**src/rtl/simd_pkg.sv**
```systemverilog
// simd_pkg: shared opcode, field-position and decoded-instruction definitions for the SIMD front end
// Contents: opcode_e enum, instruction field bit positions, dec_t decoded struct, decode() helper
package simd_pkg;

    typedef enum logic [5:0] {
        OP_NOP  = 6'd0,
        OP_VADD = 6'd1,
        OP_VSUB = 6'd2,
        OP_VMUL = 6'd3,
        OP_VMAC = 6'd4,
        OP_VLD  = 6'd5,
        OP_VST  = 6'd6,
        OP_HALT = 6'd63
    } opcode_e;

    localparam int OPC_HI = 31;
    localparam int OPC_LO = 26;
    localparam int RD_HI  = 25;
    localparam int RD_LO  = 21;
    localparam int RS1_HI = 20;
    localparam int RS1_LO = 16;
    localparam int RS2_HI = 15;
    localparam int RS2_LO = 11;
    localparam int EW_HI  = 10;
    localparam int EW_LO  = 9;
    localparam int IMM_HI = 8;
    localparam int IMM_LO = 0;

    typedef struct packed {
        logic [5:0]  opcode;
        logic [4:0]  rd;
        logic [4:0]  rs1;
        logic [4:0]  rs2;
        logic [1:0]  ewidth;
        logic [15:0] imm;
        logic        illegal;
        logic        writer;
    } dec_t;

    function automatic dec_t decode(input logic [31:0] instr);
        dec_t d;
        d.opcode  = instr[OPC_HI:OPC_LO];
        d.rd      = instr[RD_HI:RD_LO];
        d.rs1     = instr[RS1_HI:RS1_LO];
        d.rs2     = instr[RS2_HI:RS2_LO];
        d.ewidth  = instr[EW_HI:EW_LO];
        d.imm     = {{7{instr[IMM_HI]}}, instr[IMM_HI:IMM_LO]};
        d.illegal = !(d.opcode inside {OP_NOP, OP_VADD, OP_VSUB, OP_VMUL, OP_VMAC, OP_VLD, OP_VST, OP_HALT})
                    || d.ewidth == 2'b11;
        d.writer  = !d.illegal && (d.opcode inside {OP_VADD, OP_VSUB, OP_VMUL, OP_VMAC, OP_VLD});
        return d;
    endfunction

endpackage

```
**src/rtl/decode_scoreboard.sv**
```systemverilog
// decode_scoreboard: per-register busy bits for in-flight destination writes
// Ports: clk, reset (async high); set_i/set_idx_i mark busy; clr_i/clr_idx_i writeback release;
//        fl_i/fl_idx_i release on flush; busy_o current busy vector (bit 0 always 0)
module decode_scoreboard #(
    parameter int NREG = 32
) (
    input  logic            clk,
    input  logic            reset,
    input  logic            set_i,
    input  logic [4:0]      set_idx_i,
    input  logic            clr_i,
    input  logic [4:0]      clr_idx_i,
    input  logic            fl_i,
    input  logic [4:0]      fl_idx_i,
    output logic [NREG-1:0] busy_o
);

    logic [NREG-1:0] busy_q, busy_d;

    // set is applied last so a new claim beats a same-cycle release of that register
    always_comb begin
        busy_d = busy_q;
        if (clr_i) busy_d[clr_idx_i] = 1'b0;
        if (fl_i) busy_d[fl_idx_i] = 1'b0;
        if (set_i) busy_d[set_idx_i] = 1'b1;
        busy_d[0] = 1'b0;
    end

    always_ff @(posedge clk or posedge reset) begin
        if (reset) busy_q <= '0;
        else busy_q <= busy_d;
    end

    assign busy_o = busy_q;

endmodule

```
**src/rtl/instruction_decode.sv**
```systemverilog
// instruction_decode: one-deep decode register between fetch and execute with RAW/WAW scoreboard
// Ports: clk, reset (async high); fetch_* valid/ready instruction input; dec_* valid/ready decoded output;
//        wb_valid/wb_rd register release; flush kills the held instruction; halted set once HALT is taken
module instruction_decode
    import simd_pkg::*;
#(
    parameter int PC_W = 16,
    parameter int NREG = 32
) (
    input  logic            clk,
    input  logic            reset,
    input  logic            fetch_valid,
    input  logic [31:0]     fetch_instr,
    input  logic [PC_W-1:0] fetch_pc,
    output logic            fetch_ready,
    output logic            dec_valid,
    input  logic            dec_ready,
    output logic [5:0]      dec_opcode,
    output logic [4:0]      dec_rd,
    output logic [4:0]      dec_rs1,
    output logic [4:0]      dec_rs2,
    output logic [1:0]      dec_ewidth,
    output logic [15:0]     dec_imm,
    output logic [PC_W-1:0] dec_pc,
    output logic            dec_illegal,
    input  logic            wb_valid,
    input  logic [4:0]      wb_rd,
    input  logic            flush,
    output logic            halted
);

    dec_t            fd, dec_q, dec_d;
    logic [PC_W-1:0] pc_q, pc_d;
    logic            valid_q, valid_d, halted_q, halted_d;
    logic [NREG-1:0] busy, busy_fwd;
    logic            hazard, xfer;

    assign fd = decode(fetch_instr);

    // a register released by writeback this cycle is treated as free already
    assign busy_fwd    = busy & ~(NREG'(wb_valid) << wb_rd);
    assign hazard      = busy_fwd[fd.rs1] | busy_fwd[fd.rs2] | (fd.writer & busy_fwd[fd.rd]);
    assign fetch_ready = !halted_q && !flush && !hazard && (!valid_q || dec_ready);
    assign xfer        = fetch_valid && fetch_ready;

    always_comb begin
        dec_d    = xfer ? fd : dec_q;
        pc_d     = xfer ? fetch_pc : pc_q;
        valid_d  = flush ? 1'b0 : xfer ? 1'b1 : dec_ready ? 1'b0 : valid_q;
        halted_d = halted_q | (xfer && fd.opcode == OP_HALT);
    end

    always_ff @(posedge clk or posedge reset) begin
        if (reset) begin
            dec_q    <= '0;
            pc_q     <= '0;
            valid_q  <= 1'b0;
            halted_q <= 1'b0;
        end else begin
            dec_q    <= dec_d;
            pc_q     <= pc_d;
            valid_q  <= valid_d;
            halted_q <= halted_d;
        end
    end

    decode_scoreboard #(.NREG(NREG)) u_sb (
        .clk       (clk),
        .reset     (reset),
        .set_i     (xfer && fd.writer),
        .set_idx_i (fd.rd),
        .clr_i     (wb_valid),
        .clr_idx_i (wb_rd),
        .fl_i      (flush && valid_q && dec_q.writer),
        .fl_idx_i  (dec_q.rd),
        .busy_o    (busy)
    );

    assign dec_valid   = valid_q;
    assign dec_opcode  = dec_q.opcode;
    assign dec_rd      = dec_q.rd;
    assign dec_rs1     = dec_q.rs1;
    assign dec_rs2     = dec_q.rs2;
    assign dec_ewidth  = dec_q.ewidth;
    assign dec_imm     = dec_q.imm;
    assign dec_pc      = pc_q;
    assign dec_illegal = dec_q.illegal;
    assign halted      = halted_q;

endmodule

```
**config.mk**
```make
export PLATFORM = sky130hd
export DESIGN_NAME = instruction_decode
export DESIGN_NICKNAME = d
export VERILOG_FILES = /design/src/rtl/simd_pkg.sv /design/src/rtl/decode_scoreboard.sv /design/src/rtl/instruction_decode.sv
export SDC_FILE = /design/constraint.sdc
export NUM_CORES = 1
export LEC_CHECK = 0
export ABC_AREA = 1
export CAP_MARGIN = 20
export CELL_PAD_IN_SITES_DETAIL_PLACEMENT = 2
export CELL_PAD_IN_SITES_GLOBAL_PLACEMENT = 2
export CORE_MARGIN = 2
export CORE_UTILIZATION = 25
export CTS_CLUSTER_DIAMETER = 150
export DETAILED_ROUTE_END_ITERATION = 10
export PLACE_DENSITY_LB_ADDON = 0.1
export SYNTH_ARGS = -nofsm -noshare
export SYNTH_HDL_FRONTEND = slang
export SYNTH_SLANG_ARGS = --single-unit
```
**constraint.sdc**
```tcl
create_clock -name clk -period 3.5 [get_ports clk]
set_input_delay 0.7 -clock clk [delete_from_list [all_inputs] [get_ports clk]]
set_output_delay 0.7 -clock clk [all_outputs]
set_load 0.03 [all_outputs]
```
==> reports/summary.txt <==
====================================================================================
Top post-synthesis cells by area                                        sky130_fd_sc_hd__dfrtp_1 (39%), sky130_fd_sc_hd__nand2_1 (19%), sky130_fd_sc_hd__nand3_1 (10%)
Chip Width                                                                    151 um
Number of placement rows                                                          53
Endpoint arrival time on the critical path                                   2.64 ns
Area post-placement                                                         7060 um2
Number of antenna violations at the first check in global routing                  0
Post-synthesis compound-gate area fraction                                    0.0767
Count of mapped cells out of synthesis                                           800
Portion of synthesized cell area occupied by the leading cell type             0.386
Max-cap violation count                                                            0
Gp weighted congestion                                                         0.945
Number of inserted diodes                                                          0
Hold bufs inserted after CTS                                                       0
Worst path required time                                                     2.80 ns
Worst rel slew slack                                                           0.434
TritonCTS clock tree                                                             yes
Peak supply drop                                                            0.247 mV
Final WS setup                                                              0.155 ns
Area occupied by multi-input gates                                          2690 um2
Clock skew                                                                 0.0102 ns
Achievable Freq                                                              299 MHz
Clock network latency to the later pin of the worst-skew pair                0.35 ns
Area used by sequential logic in the layout                                 2080 um2
Maximum number of pins on one net before global-route repair                      43
DRT Wirelength                                                              25700 um
Maximum fanout count along the critical path                                       3
Critical path class                                                     primary input to output port
Setup repair after global routing missed its margin                               no
Wire length per cell after detailed routing                                  21.2 um
First DRT Iteration DRCs                                                         353
Global-route wire length before repair                                      40100 um
DIE AREA                                                                   22700 um2
Final instance area                                                         7520 um2
Iteration count of the initial detailed-routing pass                               4
Ratio of final minimum period to clock period                                  0.956
Proportion of synthesized flip-flops having asynchronous set or reset           1.00
Number of library cell types mapped by synthesis                                  23
Post-Layout Cell Count                                                          1213
Post-placement cell count                                                       1193
Post-synthesis register bit count                                                 83
Worst hold stages                                                                  2
Number of port buffers                                                           117
Run status                                                                 completed
Number of nets at the end of the flow                                            992
Final setup violation count                                                        0
Post-synthesis cell area                                                    5380 um2
Initial Util                                                                   0.255
Overall routing resource usage                                                 0.237
Largest area contributor in the synthesized netlist                     sky130_fd_sc_hd__dfrtp_1
Proportion of layout cells with a drive suffix above 1                         0.143
Leakage power of the design                                                  3.79 nW
Syn_area_per_cell                                                           6.73 um2
Cell with the most instances after synthesis                            sky130_fd_sc_hd__nand2_1
Synthesis-to-layout area growth                                                39.6%
H-tree depth                                                                       3
Sequential area share after synthesis                                          0.386
I/O pin count                                                                    118
Main synth FF type                                                      sky130_fd_sc_hd__dfrtp_1
Reg2reg path depth                                                                15
Fin Setup TNS                                                                   0 ns
Number of buffers added by the clock tree synthesis step                           9
Number of enable-type register cells in the synthesized netlist                    0
CTS root buf                                                            sky130_fd_sc_hd__clkbuf_16
Number of DRC violations after detailed routing                                    0
Capturing element type of the critical path                              output port
Clock transition at the registers of the reported paths                      0.06 ns
Mean number of vias per cell                                                    4.97
Final core utilization                                                         0.356
Post-route minimum period                                                    3.34 ns
Main combinational cell family by area after synthesis                  simple AND/OR/NAND/NOR gates
Number of nets with antenna violations after detailed routing                      0
Post-synthesis simple-gate area fraction                                       0.401
Power density relative to cell area                                       485 nW/um2
Total clock sinks                                                                 83
Post-Place Worst Slack                                                     -0.497 ns
Slew Viols, Final                                                                  0
Hold violation total from the final report                                         0
Final-layout fill cell count                                                    2492
Slew of the pin with the lowest slew margin                                 0.848 ns
Synth Net Count                                                                  859
Overflow after GRT                                                                 0
Startpoint Class                                                        primary input
Via count of the first global-routing pass                                      6610
Maximum buffer depth of the clock tree                                             2
Worst min-delay path category                                           flip-flop to flip-flop
Mux cell area share after synthesis                                                0
Area share of fa/ha/maj cells after synthesis                                      0
Count of synthesis-stage warnings from yosys                                       0
Top cells by instance count after synthesis                             sky130_fd_sc_hd__nand2_1 (279), sky130_fd_sc_hd__nand3_1 (109), sky130_fd_sc_hd__dfrtp_1 (83)
Routed vias                                                                     6027
Die height                                                                    151 um
Core ar.                                                                   21100 um2
Share of the synthesized netlist area taken by xor and xnor gates                  0
HPWL after detailed placement                                               20100 um
====================================================================================
## where the power goes
group	total [mW]	internal (mW)	switching, mW
Combinational	1.33	0.515	0.819
Sequential	1.23	1.12	0.115
Clock	1.08	0.633	0.446
Total	3.64	2.26	1.38
## state kept, by name (all words and copies together) (netlist names), 2 cells and up
register     cells
dec_rs2          5
dec_opcode       6
dec_ewidth       2
dec_rd           5
dec_pc          16
dec_rs1          5
dec_imm          9
u_sb.busy_o     31
## placed cells by master (no fill, tap or decap), types with 3 or more instances in the layout
cell type,Yosys,layout
sky130_fd_sc_hd__a21boi_0,3,3
sky130_fd_sc_hd__nor3_1,8,8
sky130_fd_sc_hd__clkdlybuf4s50_1,0,107
sky130_fd_sc_hd__clkbuf_16,0,9
sky130_fd_sc_hd__a21oi_1,6,6
sky130_fd_sc_hd__inv_1,57,52
sky130_fd_sc_hd__o21ai_0,30,28
sky130_fd_sc_hd__nor2_1,73,68
sky130_fd_sc_hd__clkbuf_2,0,5
sky130_fd_sc_hd__nor2_2,4,5
sky130_fd_sc_hd__buf_12,0,8
sky130_fd_sc_hd__inv_2,3,7
sky130_fd_sc_hd__nor2_4,0,4
sky130_fd_sc_hd__buf_4,39,69
sky130_fd_sc_hd__o21ai_2,0,3
sky130_fd_sc_hd__buf_6,9,3
sky130_fd_sc_hd__nand3_2,0,3
sky130_fd_sc_hd__nand4_1,35,35
sky130_fd_sc_hd__o21ai_1,15,12
sky130_fd_sc_hd__nand2_1,279,274
sky130_fd_sc_hd__nand2_2,1,5
sky130_fd_sc_hd__dfrtp_1,83,83
sky130_fd_sc_hd__nand3_1,109,104
sky130_fd_sc_hd__o21bai_1,15,15
## path summary, 6_finish.rpt
kind | startpoint | to | slack (ns)
min in group asynchronous | reset | dec_rs1[1] | 0.80
max in group asynchronous | reset | dec_pc[12] | 1.97
worst min register to register | dec_pc[7] | dec_pc[7] | 0.47
worst max-delay path | wb_rd[0] | fetch_ready | 0.16
worst max register to register | u_sb.busy_o[28] | dec_rd[2] | 1.11
worst min-delay path | dec_pc[7] | dec_pc[7] | 0.47
## stage by stage
| step | hold WS [ns] | total power [mW] |
|---|---|---|
| 6_report | 0.471 | 3.64 |
| 5_1_grt | 0.504 | 3.84 |
| 4_1_cts | 0.482 | 3.69 |
| 3_5_place_dp | 0.466 | 2.58 |
| 3_3_place_gp | 0.453 | 2.54 |
| 2_1_floorplan | 0.443 | 2.09 |
## worst max-delay path: stages
cell	delay (ns)
sky130_fd_sc_hd__clkdlybuf4s15_1	0.27
sky130_fd_sc_hd__nand2_1	0.12
sky130_fd_sc_hd__buf_4	0.15
sky130_fd_sc_hd__nor2_2	0.13
sky130_fd_sc_hd__nand2_1	0.15
sky130_fd_sc_hd__nand2_1	0.12
sky130_fd_sc_hd__inv_1	0.07
sky130_fd_sc_hd__o211ai_1	0.20
sky130_fd_sc_hd__nand2_1	0.09
sky130_fd_sc_hd__nand2_1	0.08
sky130_fd_sc_hd__nand2_1	0.07
sky130_fd_sc_hd__nand3_1	0.07
sky130_fd_sc_hd__nand2_1	0.12
sky130_fd_sc_hd__nor2_4	0.15
sky130_fd_sc_hd__buf_6	0.15
## logic make-up after synthesis
kind of cell | count (synthesis)
DFF | 83
and+or+nand+nor | 509
AOI/OAI and AO/OA | 72
buffers and inverters | 136
## area by class of cell
cell class / count / share of cell area
Multi-Input combinational cell: 581 / 0.358
Sequential cell: 83 / 0.276
Timing Repair Buffer: 196 / 0.246
Tap cell: 275 / 0.0458
Inverter: 62 / 0.0313
Clock buffer: 11 / 0.0310
Clock inverter: 5 / 0.0115
## routing by layer
metal,GRT usage,vias up,wire (um)
met3,0.0364,37,1160
met5,0,-,0
met2,0.388,144,12300
met4,0.0808,0,765
li1,-,2819,-
met1,0.318,3027,11500
## repair_timing
item / 4_1_cts / 5_1_grt
resized for setup: 27 / 29
pin swaps: 3 / 4
endpoints found under the setup margin: 63 / 1
setup buffers: 2 / 2
Power figures use the tool's default switching activity.
